[config.mk]
export PLATFORM = sky130hd
export DESIGN_NAME = int_request_controller_flat
export DESIGN_NICKNAME = d
export VERILOG_FILES = /design/src/rtl/int_request_controller_if.sv /design/src/rtl/int_request_controller.sv /design/src/flat_wrapper.sv
export SDC_FILE = /design/constraint.sdc
export NUM_CORES = 1
export LEC_CHECK = 0
export ABC_AREA = 1
export CORE_ASPECT_RATIO = 2
export CORE_MARGIN = 4
export CORE_UTILIZATION = 40
export DETAILED_ROUTE_END_ITERATION = 12
export SLEW_MARGIN = 30
export SYNTH_ARGS = -nofsm -noshare
export SYNTH_HDL_FRONTEND = slang
export SYNTH_SLANG_ARGS = --single-unit
[constraint.sdc]
create_clock -name clk -period 1.9 [get_ports clk]
set_clock_uncertainty 0.15 [all_clocks]
set_input_delay 0.38 -clock clk [delete_from_list [all_inputs] [get_ports clk]]
set_output_delay 0.38 -clock clk [all_outputs]
set_load 0.005 [all_outputs]
[src/rtl/int_request_controller_if.sv]
// Processor-side interrupt bundle: peripheral requests and masks in, INT/NMI/INTD and status out.
// master = interrupt controller, slave = the CPU/peripheral side that drives requests and INA.
interface int_request_controller_if #(
   parameter int ID_W = 2
);
   localparam int NUM_SRC = 2 ** ID_W;

   logic [NUM_SRC-1:0] irq;
   logic [NUM_SRC-1:0] mask;
   logic               nmi_req;
   logic               INA;
   logic               INT;
   logic               NMI;
   logic               INTD;
   logic               busy;
   logic [ID_W-1:0]    ack_id;
   logic               timeout;

   modport master (
      input  irq, mask, nmi_req, INA,
      output INT, NMI, INTD, busy, ack_id, timeout
   );

   modport slave (
      output irq, mask, nmi_req, INA,
      input  INT, NMI, INTD, busy, ack_id, timeout
   );
endinterface

[src/rtl/int_request_controller.sv]
// Edge-triggered interrupt controller: fixed-priority masked arbitration, INT/INA handshake, serial vector on INTD.
// Latency: irq edge sampled at k -> INT after k+1; INA sampled at m -> vector MSB on INTD after m, LSB after m+VEC_W-1.
// Backpressure: REQ holds INT until INA (or, with INTC_TIMEOUT_EN, until TIMEOUT cycles pass); new edges stay pending.
module int_request_controller #(
   parameter int               ID_W     = 2,
   parameter int               VEC_W    = 8,
   parameter logic [VEC_W-1:0] VEC_BASE = 'h20,
   parameter int               TIMEOUT  = 255
) (
   input  logic clk,
   input  logic rst,
   int_request_controller_if.master bus
);
   localparam int NUM_SRC = 2 ** ID_W;
   localparam int CNT_W   = (VEC_W > 2) ? $clog2(VEC_W) : 1;

   typedef enum logic [1:0] {
      IDLE     = 2'd0,
      REQ      = 2'd1,
      SEND     = 2'd2,
      WAIT_LOW = 2'd3
   } state_t;

   state_t             state, state_d;
   logic [NUM_SRC-1:0] irq_q;
   logic [NUM_SRC-1:0] pending;
   logic [NUM_SRC-1:0] rise;
   logic [NUM_SRC-1:0] clr;
   logic [NUM_SRC-1:0] eligible;
   logic               nmi_q;
   logic               nmi_pls;
   logic               win_vld;
   logic [ID_W-1:0]    win_id;
   logic [ID_W-1:0]    ack_id, ack_id_d;
   logic [VEC_W-1:0]   vec;
   logic [VEC_W-1:0]   shreg, shreg_d;
   logic [CNT_W-1:0]   bit_cnt, bit_cnt_d;
   logic               int_q, int_d;
   logic               intd_q, intd_d;
   logic               busy_q, busy_d;

`ifdef INTC_TIMEOUT_EN
   localparam int TMO_W = (TIMEOUT > 1) ? $clog2(TIMEOUT + 1) : 1;
   logic [TMO_W-1:0] tmo_cnt, tmo_cnt_d;
   logic             timeout_q, timeout_d;
`endif

   assign rise     = bus.irq & ~irq_q;
   assign eligible = pending & ~mask_or_zero();
   assign vec      = VEC_BASE + VEC_W'(ack_id);

   function automatic logic [NUM_SRC-1:0] mask_or_zero();
      return bus.mask;
   endfunction

   // A new edge on a source wins over the clear issued when it is acknowledged.
   always_ff @(posedge clk or posedge rst) begin
      if (rst) begin
         irq_q   <= '0;
         pending <= '0;
         nmi_q   <= 1'b0;
         nmi_pls <= 1'b0;
      end else begin
         irq_q   <= bus.irq;
         pending <= (pending & ~clr) | rise;
         nmi_q   <= bus.nmi_req;
         nmi_pls <= bus.nmi_req & ~nmi_q;
      end
   end

   always_comb begin
      win_vld = 1'b0;
      win_id  = '0;
      for (int i = NUM_SRC - 1; i >= 0; i--) begin
         if (eligible[i]) begin
            win_vld = 1'b1;
            win_id  = ID_W'(i);
         end
      end
   end

   always_ff @(posedge clk or posedge rst) begin
      if (rst) begin
         state   <= IDLE;
         int_q   <= 1'b0;
         intd_q  <= 1'b0;
         busy_q  <= 1'b0;
         ack_id  <= '0;
         shreg   <= '0;
         bit_cnt <= '0;
`ifdef INTC_TIMEOUT_EN
         tmo_cnt   <= '0;
         timeout_q <= 1'b0;
`endif
      end else begin
         state   <= state_d;
         int_q   <= int_d;
         intd_q  <= intd_d;
         busy_q  <= busy_d;
         ack_id  <= ack_id_d;
         shreg   <= shreg_d;
         bit_cnt <= bit_cnt_d;
`ifdef INTC_TIMEOUT_EN
         tmo_cnt   <= tmo_cnt_d;
         timeout_q <= timeout_d;
`endif
      end
   end

   always_comb begin
      state_d   = state;
      int_d     = int_q;
      intd_d    = intd_q;
      busy_d    = busy_q;
      ack_id_d  = ack_id;
      shreg_d   = shreg;
      bit_cnt_d = bit_cnt;
      clr       = '0;
`ifdef INTC_TIMEOUT_EN
      tmo_cnt_d = (state == REQ) ? tmo_cnt : '0;
      timeout_d = 1'b0;
`endif
      case (state)
         IDLE: begin
            if (win_vld) begin
               ack_id_d = win_id;
               int_d    = 1'b1;
               busy_d   = 1'b1;
               state_d  = REQ;
            end
         end
         REQ: begin
            if (bus.INA) begin
               int_d       = 1'b0;
               clr[ack_id] = 1'b1;
               shreg_d     = vec;
               intd_d      = vec[VEC_W-1];
               bit_cnt_d   = '0;
               state_d     = SEND;
            end
`ifdef INTC_TIMEOUT_EN
            else if (tmo_cnt == TMO_W'(TIMEOUT - 1)) begin
               // Give up on this request but keep it pending for re-arbitration.
               int_d     = 1'b0;
               busy_d    = 1'b0;
               timeout_d = 1'b1;
               state_d   = IDLE;
            end else begin
               tmo_cnt_d = tmo_cnt + TMO_W'(1);
            end
`endif
         end
         SEND: begin
            // The register still holds the bit on the wire in its MSB, so the next one is at VEC_W-2.
            if (bit_cnt == CNT_W'(VEC_W - 1)) begin
               intd_d  = 1'b0;
               state_d = WAIT_LOW;
            end else begin
               intd_d    = shreg[VEC_W-2];
               shreg_d   = shreg << 1;
               bit_cnt_d = bit_cnt + CNT_W'(1);
            end
         end
         WAIT_LOW: begin
            if (!bus.INA) begin
               busy_d  = 1'b0;
               state_d = IDLE;
            end
         end
         default: state_d = IDLE;
      endcase
   end

   assign bus.INT    = int_q;
   assign bus.NMI    = nmi_pls;
   assign bus.INTD   = intd_q;
   assign bus.busy   = busy_q;
   assign bus.ack_id = ack_id;

`ifdef INTC_TIMEOUT_EN
   assign bus.timeout = timeout_q;
`else
   // Watchdog compiled out: TIMEOUT is accepted for compatibility but has no effect.
   if (TIMEOUT < 0) begin : g_timeout_unused
   end
   assign bus.timeout = 1'b0;
`endif
endmodule
[src/flat_wrapper.sv]
// flat-port wrapper written by rule: the top's interface ports become plain ports
module int_request_controller_flat 
#(
   parameter int               ID_W     = 2,
   parameter int               VEC_W    = 8,
   parameter logic [VEC_W-1:0] VEC_BASE = 'h20,
   parameter int               TIMEOUT  = 255
)
  (clk, rst, bus_irq, bus_mask, bus_nmi_req, bus_INA, bus_INT, bus_NMI, bus_INTD, bus_busy, bus_ack_id, bus_timeout);
  int_request_controller_if #(.ID_W(ID_W)) bus_i ();
  input  logic clk;
  input  logic rst;
  input wire logic [$bits(bus_i.irq)-1:0] bus_irq;
  input wire logic [$bits(bus_i.mask)-1:0] bus_mask;
  input wire logic [$bits(bus_i.nmi_req)-1:0] bus_nmi_req;
  input wire logic [$bits(bus_i.INA)-1:0] bus_INA;
  output wire logic [$bits(bus_i.INT)-1:0] bus_INT;
  output wire logic [$bits(bus_i.NMI)-1:0] bus_NMI;
  output wire logic [$bits(bus_i.INTD)-1:0] bus_INTD;
  output wire logic [$bits(bus_i.busy)-1:0] bus_busy;
  output wire logic [$bits(bus_i.ack_id)-1:0] bus_ack_id;
  output wire logic [$bits(bus_i.timeout)-1:0] bus_timeout;
  assign bus_i.irq = bus_irq;
  assign bus_i.mask = bus_mask;
  assign bus_i.nmi_req = bus_nmi_req;
  assign bus_i.INA = bus_INA;
  assign bus_INT = bus_i.INT;
  assign bus_NMI = bus_i.NMI;
  assign bus_INTD = bus_i.INTD;
  assign bus_busy = bus_i.busy;
  assign bus_ack_id = bus_i.ack_id;
  assign bus_timeout = bus_i.timeout;
  int_request_controller #(.ID_W(ID_W), .VEC_W(VEC_W), .VEC_BASE(VEC_BASE), .TIMEOUT(TIMEOUT)) u_core (.clk(clk), .rst(rst), .bus(bus_i));
endmodule
[Word-level counts from Yosys, hierarchy flattened]
Cells that the tools add are included.
Cells by class
  $add $sub $neg: 2
  $lt $le $gt $ge: 2
  equal/unequal tests: 9
  muxes and demuxes: 31
  bitwise logic cells: 9
  reduce and logical (&&, ||, !) cells: 11
Operators with widths (count)
  2-to-1 mux 2 bit: 8
  2-to-1 mux 7 bit: 2
  one-hot mux 7 bit (2 select lines): 1
  AND 4 bit: 3
  inverter 4 bit: 3
  2-to-1 mux 1 bit: 10
  AND reduction 3 bit: 3
  2-to-1 mux 4 bit: 2
  one-hot mux 2 bit (4 select lines): 1
  adder 6 x 2 -> 7 bit (first input constant): 1
  2-to-1 mux 3 bit: 2
  inequality test 2 bit (second input constant): 3
  one-hot mux 1 bit (2 select lines): 3
  one-hot mux 3 bit (2 select lines): 1
  nonzero test 2 bit: 3
  equality test 2 bit (second input constant): 2
  inequality test 2 x 1 -> 1 bit (second input constant): 2
  OR 4 bit: 1
  AND reduction 2 bit: 2
  AND reduction 4 bit: 1
  adder 3 x 1 -> 3 bit (second input constant): 1
  equality test 3 bit (second input constant): 1
  < comparator 2 x 3 -> 1 bit (second input constant): 1
  demux 1 bit (select 2 bit): 1
  other kinds (6): 6
Word-level totals
  register bits: 27
  input port bits: 12

[Logic depth before layout (Yosys ltp)]
Gate-level depths: netlist of run 1.
  word-level depth: 9
  mapped depth: 9

[Worst setup path after synthesis of run 1]
Ideal clock, no wire load.
  path kind: reg2reg
  start: register u_core.bit_cnt[0]
  end: register u_core.shreg[2]
  library setup time: 0.082 ns
  data arrival time: 1.251 ns
  required time: 1.668 ns
  slack: 0.416 ns
  stages on the path, launching flop included: 8
  cell sequence: dfrtp_1 -> ha_1 -> ha_1 -> inv_1 -> nand2_1 -> nor2_4 -> inv_2 -> o22ai_1
Between the ends
  cells in the longest elaborated chain, start to end: 3
RTL lines
  start, declared: RTL line int_request_controller.sv:37  | logic [CNT_W-1:0] bit_cnt, bit_cnt_d;
  start signal, assigned: RTL line int_request_controller.sv:102  | bit_cnt <= bit_cnt_d;
  equality test 3 bit: RTL line int_request_controller.sv:155  | if (bit_cnt == CNT_W'(VEC_W - 1)) begin
  inequality test 2 bit (no source line)
  AND reduction 3 bit (no source line)
  end signal, assigned: RTL line int_request_controller.sv:101  | shreg <= shreg_d;
  end, declared: RTL line int_request_controller.sv:36  | logic [VEC_W-1:0] shreg, shreg_d;
Every way passes these cells.
A chain may end at the register's enable or synchronous reset.

[Worst setup path after layout of run 1]
  start: register u_core.ack_id[1] (netlist: u_core.bus.ack_id[1])
  end: output port bus_ack_id[1]
RTL lines
  start, declared: RTL line int_request_controller.sv:34  | logic [ID_W-1:0] ack_id, ack_id_d;
  start signal, assigned: RTL line int_request_controller.sv:100  | ack_id <= ack_id_d;
  end, declared: RTL line flat_wrapper.sv:21  | output wire logic [$bits(bus_i.ack_id)-1:0] bus_ack_id;
No word-level cell between the ends.

==> results.sh, run 1 <==
export IMPL_synth_fa_ha_area_share_pct=7.02
export IMPL_fp_coreArea_um2=2980
export IMPL_wl_per_cell_um=11.7
export IMPL_finalSetupViolCount=0
export IMPL_dr_pass1_iters=4
export IMPL_startpoint_type="flip-flop"
export IMPL_critPathArrivalTime_ns=1.18
export IMPL_hpwl_um=1840
export IMPL_track_usage_pct=13.6
export IMPL_cts_repair_timing_setup_buffer_count=0
export IMPL_period_needed_ns=1.71
export IMPL_path_class="reg2out"
export IMPL_p_total_mw=2.15
export IMPL_hold_class="reg2reg"
export IMPL_multi_input_area_um2=448
export IMPL_yosys_mux_area_fraction_pct=0
export IMPL_gp_congestion=0.852
export IMPL_ys_ff_latch=27
export IMPL_status="finished, final reports clean"
export IMPL_placed_cell_area_um2=1460
export IMPL_final_cell_mix="nand2_1, inv_1, dfrtp_1"
export IMPL_slew_viol_final=0
export IMPL_cts_root_buf="clkbuf_8"
export IMPL_cts_buffers=3
export IMPL_grt_pass1_vias=997
export IMPL_num_rows=28
export IMPL_synth_distinct_cells=20
export IMPL_required_ns=1.37
export IMPL_cp_slowest_cell="clkdlybuf4s50_1"
export IMPL_grt_max_degree=28
export IMPL_regArea_um2=676
export IMPL_antenna_found_initial=0
export IMPL_synth_compound_area_share_pct=12.3
export IMPL_clkLatencyLatePin_ns=0.27
export IMPL_hold_buffers=0
export IMPL_die_area_um2=4130
export IMPL_synth_simple_gate_area_share_pct=16.2
export IMPL_crit_buf_inv=1
export IMPL_avgSynthCellArea_um2=8.78
export IMPL_cts_tree="yes"
export IMPL_cp_cell_sequence="clkdlybuf4s50_1"
export IMPL_die_width_um=47.5
export IMPL_cap_violations=0
export IMPL_layout_cells_most_common="nand2_1"
export IMPL_synth_top_family_by_area="simple AND/OR/NAND/NOR gates"
export IMPL_p_per_area_nw_per_um2=1430
export IMPL_remaining_drc_errors=0
export IMPL_syn_to_final_growth_pct=20.6
export IMPL_final_area_um2=1500
export IMPL_slowest_delay_ns=0.52
export IMPL_dr_first_iter_drc_count=23
export IMPL_io_buffers=17
export IMPL_fillers=291
export IMPL_synth_xor_xnor_area_share_pct=0
export IMPL_drive_gt1_share_pct=8.59
export IMPL_synthCells=142
export IMPL_nets=183
export IMPL_cts_resized=0
export IMPL_finalSetupTns_ns=0
export IMPL_pin_count=19
export IMPL_rsz0062_at_grt="no"
export IMPL_syn_area_um2=1250
export IMPL_die_h_um=87.0
export IMPL_routed_wirelength_um=2260
export IMPL_ir_worst_vdd_mv=0.736
export IMPL_viasPerCell=4.84
export IMPL_whs_ns=0.246
export IMPL_yosysSeqAreaShare_pct=54.2
export IMPL_p_leak_nw=0.769
export IMPL_cts_path_max_buffers=2
export IMPL_critPathCaptureType="output pin"
export IMPL_clkSinkCount=27
export IMPL_htreeDepth=1
export IMPL_start_util_pct=41.9
export IMPL_final_hold_viol_count=0
export IMPL_ys_warn_count=0
export IMPL_fmax_mhz=584
export IMPL_via_count=935
export IMPL_path_delay_family="buffers and inverters"
export IMPL_period_share_pct=90.1
export IMPL_grt_ovfl_total=0
export IMPL_crit_path_max_fanout=4
export IMPL_ant_nets=0
export IMPL_grt_pass1_wl_um=4110
export IMPL_clkTransAtPathRegs_ns=0.09
export IMPL_diodes=0
export IMPL_synth_nets=161
[stage by stage]
step           setup slack, ns  util [%]  instances
3_3_place_gp             0.185      48.9        189
2_1_floorplan            0.416         -        142
6_report                 0.188      50.5        193
4_1_cts                  0.163      50.5        193
5_1_grt                 0.0502      50.5        193
3_5_place_dp             0.154      48.9        189
[routing by layer]
layer / wire (um) / vias to the layer above / global-route usage [%]
met1: 790 / 438 / 14.0
met2: 1330 / 13 / 24.0
met5: 0 / - / 0
met3: 76 / 6 / 2.07
met4: 59 / 0 / 7.81
li1: - / 478 / -
[layout make-up]
class | instances | share of cell area, %
sequential | 27 | 44.9
clock inverter | 1 | 0.499
timing repair buffer | 18 | 11.8
tap | 30 | 2.50
inverter | 31 | 7.74
multi-input combinational | 83 | 29.8
clock buffer | 3 | 2.75
[power breakdown]
part | total [mW] | switching [mW] | internal (mW) | leakage [nW]
combinational | 0.927 | 0.529 | 0.397 | 0.427
sequential | 0.902 | 0.122 | 0.780 | 0.320
clock | 0.326 | 0.177 | 0.149 | 0.0217
[final timing paths]
path | start | to | slack (ns) | cells past startpoint
min in group asynchronous | rst | u_core.bus.NMI | 0.31 | 3
setup reg to reg | u_core.state[0] | u_core.shreg[1] | 0.24 | 7
max in group asynchronous | rst | u_core.shreg[5] | 1.04 | 3
hold reg to reg | u_core.nmi_q | u_core.bus.NMI | 0.25 | 1
hold / removal | u_core.nmi_q | u_core.bus.NMI | 0.25 | 1
setup / recovery | u_core.bus.ack_id[1] | bus_ack_id[1] | 0.19 | 1
[state kept, by name (all words and copies together) (netlist names)]
name / flops
u_core.shreg: 7
u_core.bit_cnt: 3
u_core.bus.NMI: 1
u_core.bus.INTD: 1
u_core.bus.ack_id: 2
u_core.bus.INT: 1
u_core.irq_q: 4
u_core.pending: 4
u_core.state: 2
u_core.bus.busy: 1
u_core.nmi_q: 1
[cells in the mapped netlist]
master / n / area [um2]
or2_2: 1 / 6.26
nand2_1: 35 / 131
nor2_4: 1 / 11.3
ha_1: 7 / 87.6
o22ai_1: 3 / 18.8
conb_1: 1 / 3.75
buf_4: 1 / 7.51
a21oi_2: 1 / 8.76
inv_1: 28 / 105
dfrtp_1: 27 / 676
a21oi_1: 1 / 5.00
o211ai_1: 1 / 7.51
nand4_1: 2 / 12.5
a22oi_1: 1 / 7.51
nand3_1: 3 / 15.0
inv_2: 3 / 11.3
nor2_1: 7 / 26.3
o21ai_2: 3 / 26.3
o21ai_1: 2 / 10.0
o21ai_0: 14 / 70.1
[cell families after synthesis]
group / Yosys count
buffers and inverters: 32
AO/OA/AOI/OAI: 26
flip-flops: 27
AND/OR/NAND/NOR: 49
adder cells (fa/ha/maj): 7
other: 1
(Power assumes the default switching activity.)
==> inputs of run 2 (changes only) <==
--- a/config.mk
+++ b/config.mk
@@ -10,6 +10,7 @@
 export CORE_MARGIN = 4
 export CORE_UTILIZATION = 40
 export DETAILED_ROUTE_END_ITERATION = 12
+export SKIP_CTS_REPAIR_TIMING = 1
 export SLEW_MARGIN = 30
 export SYNTH_ARGS = -nofsm -noshare
 export SYNTH_HDL_FRONTEND = slang
==> results of run 2 <==
No change in the layout: final DEF, timing and power equal those of run 1.
==> inputs of run 3 (changes only) <==
--- a/config.mk
+++ b/config.mk
@@ -10,7 +10,6 @@
 export CORE_MARGIN = 4
 export CORE_UTILIZATION = 40
 export DETAILED_ROUTE_END_ITERATION = 12
-export SKIP_CTS_REPAIR_TIMING = 1
 export SLEW_MARGIN = 30
 export SYNTH_ARGS = -nofsm -noshare
 export SYNTH_HDL_FRONTEND = slang
==> results of run 3 <==
No change in the layout: final DEF, timing and power equal those of run 1.
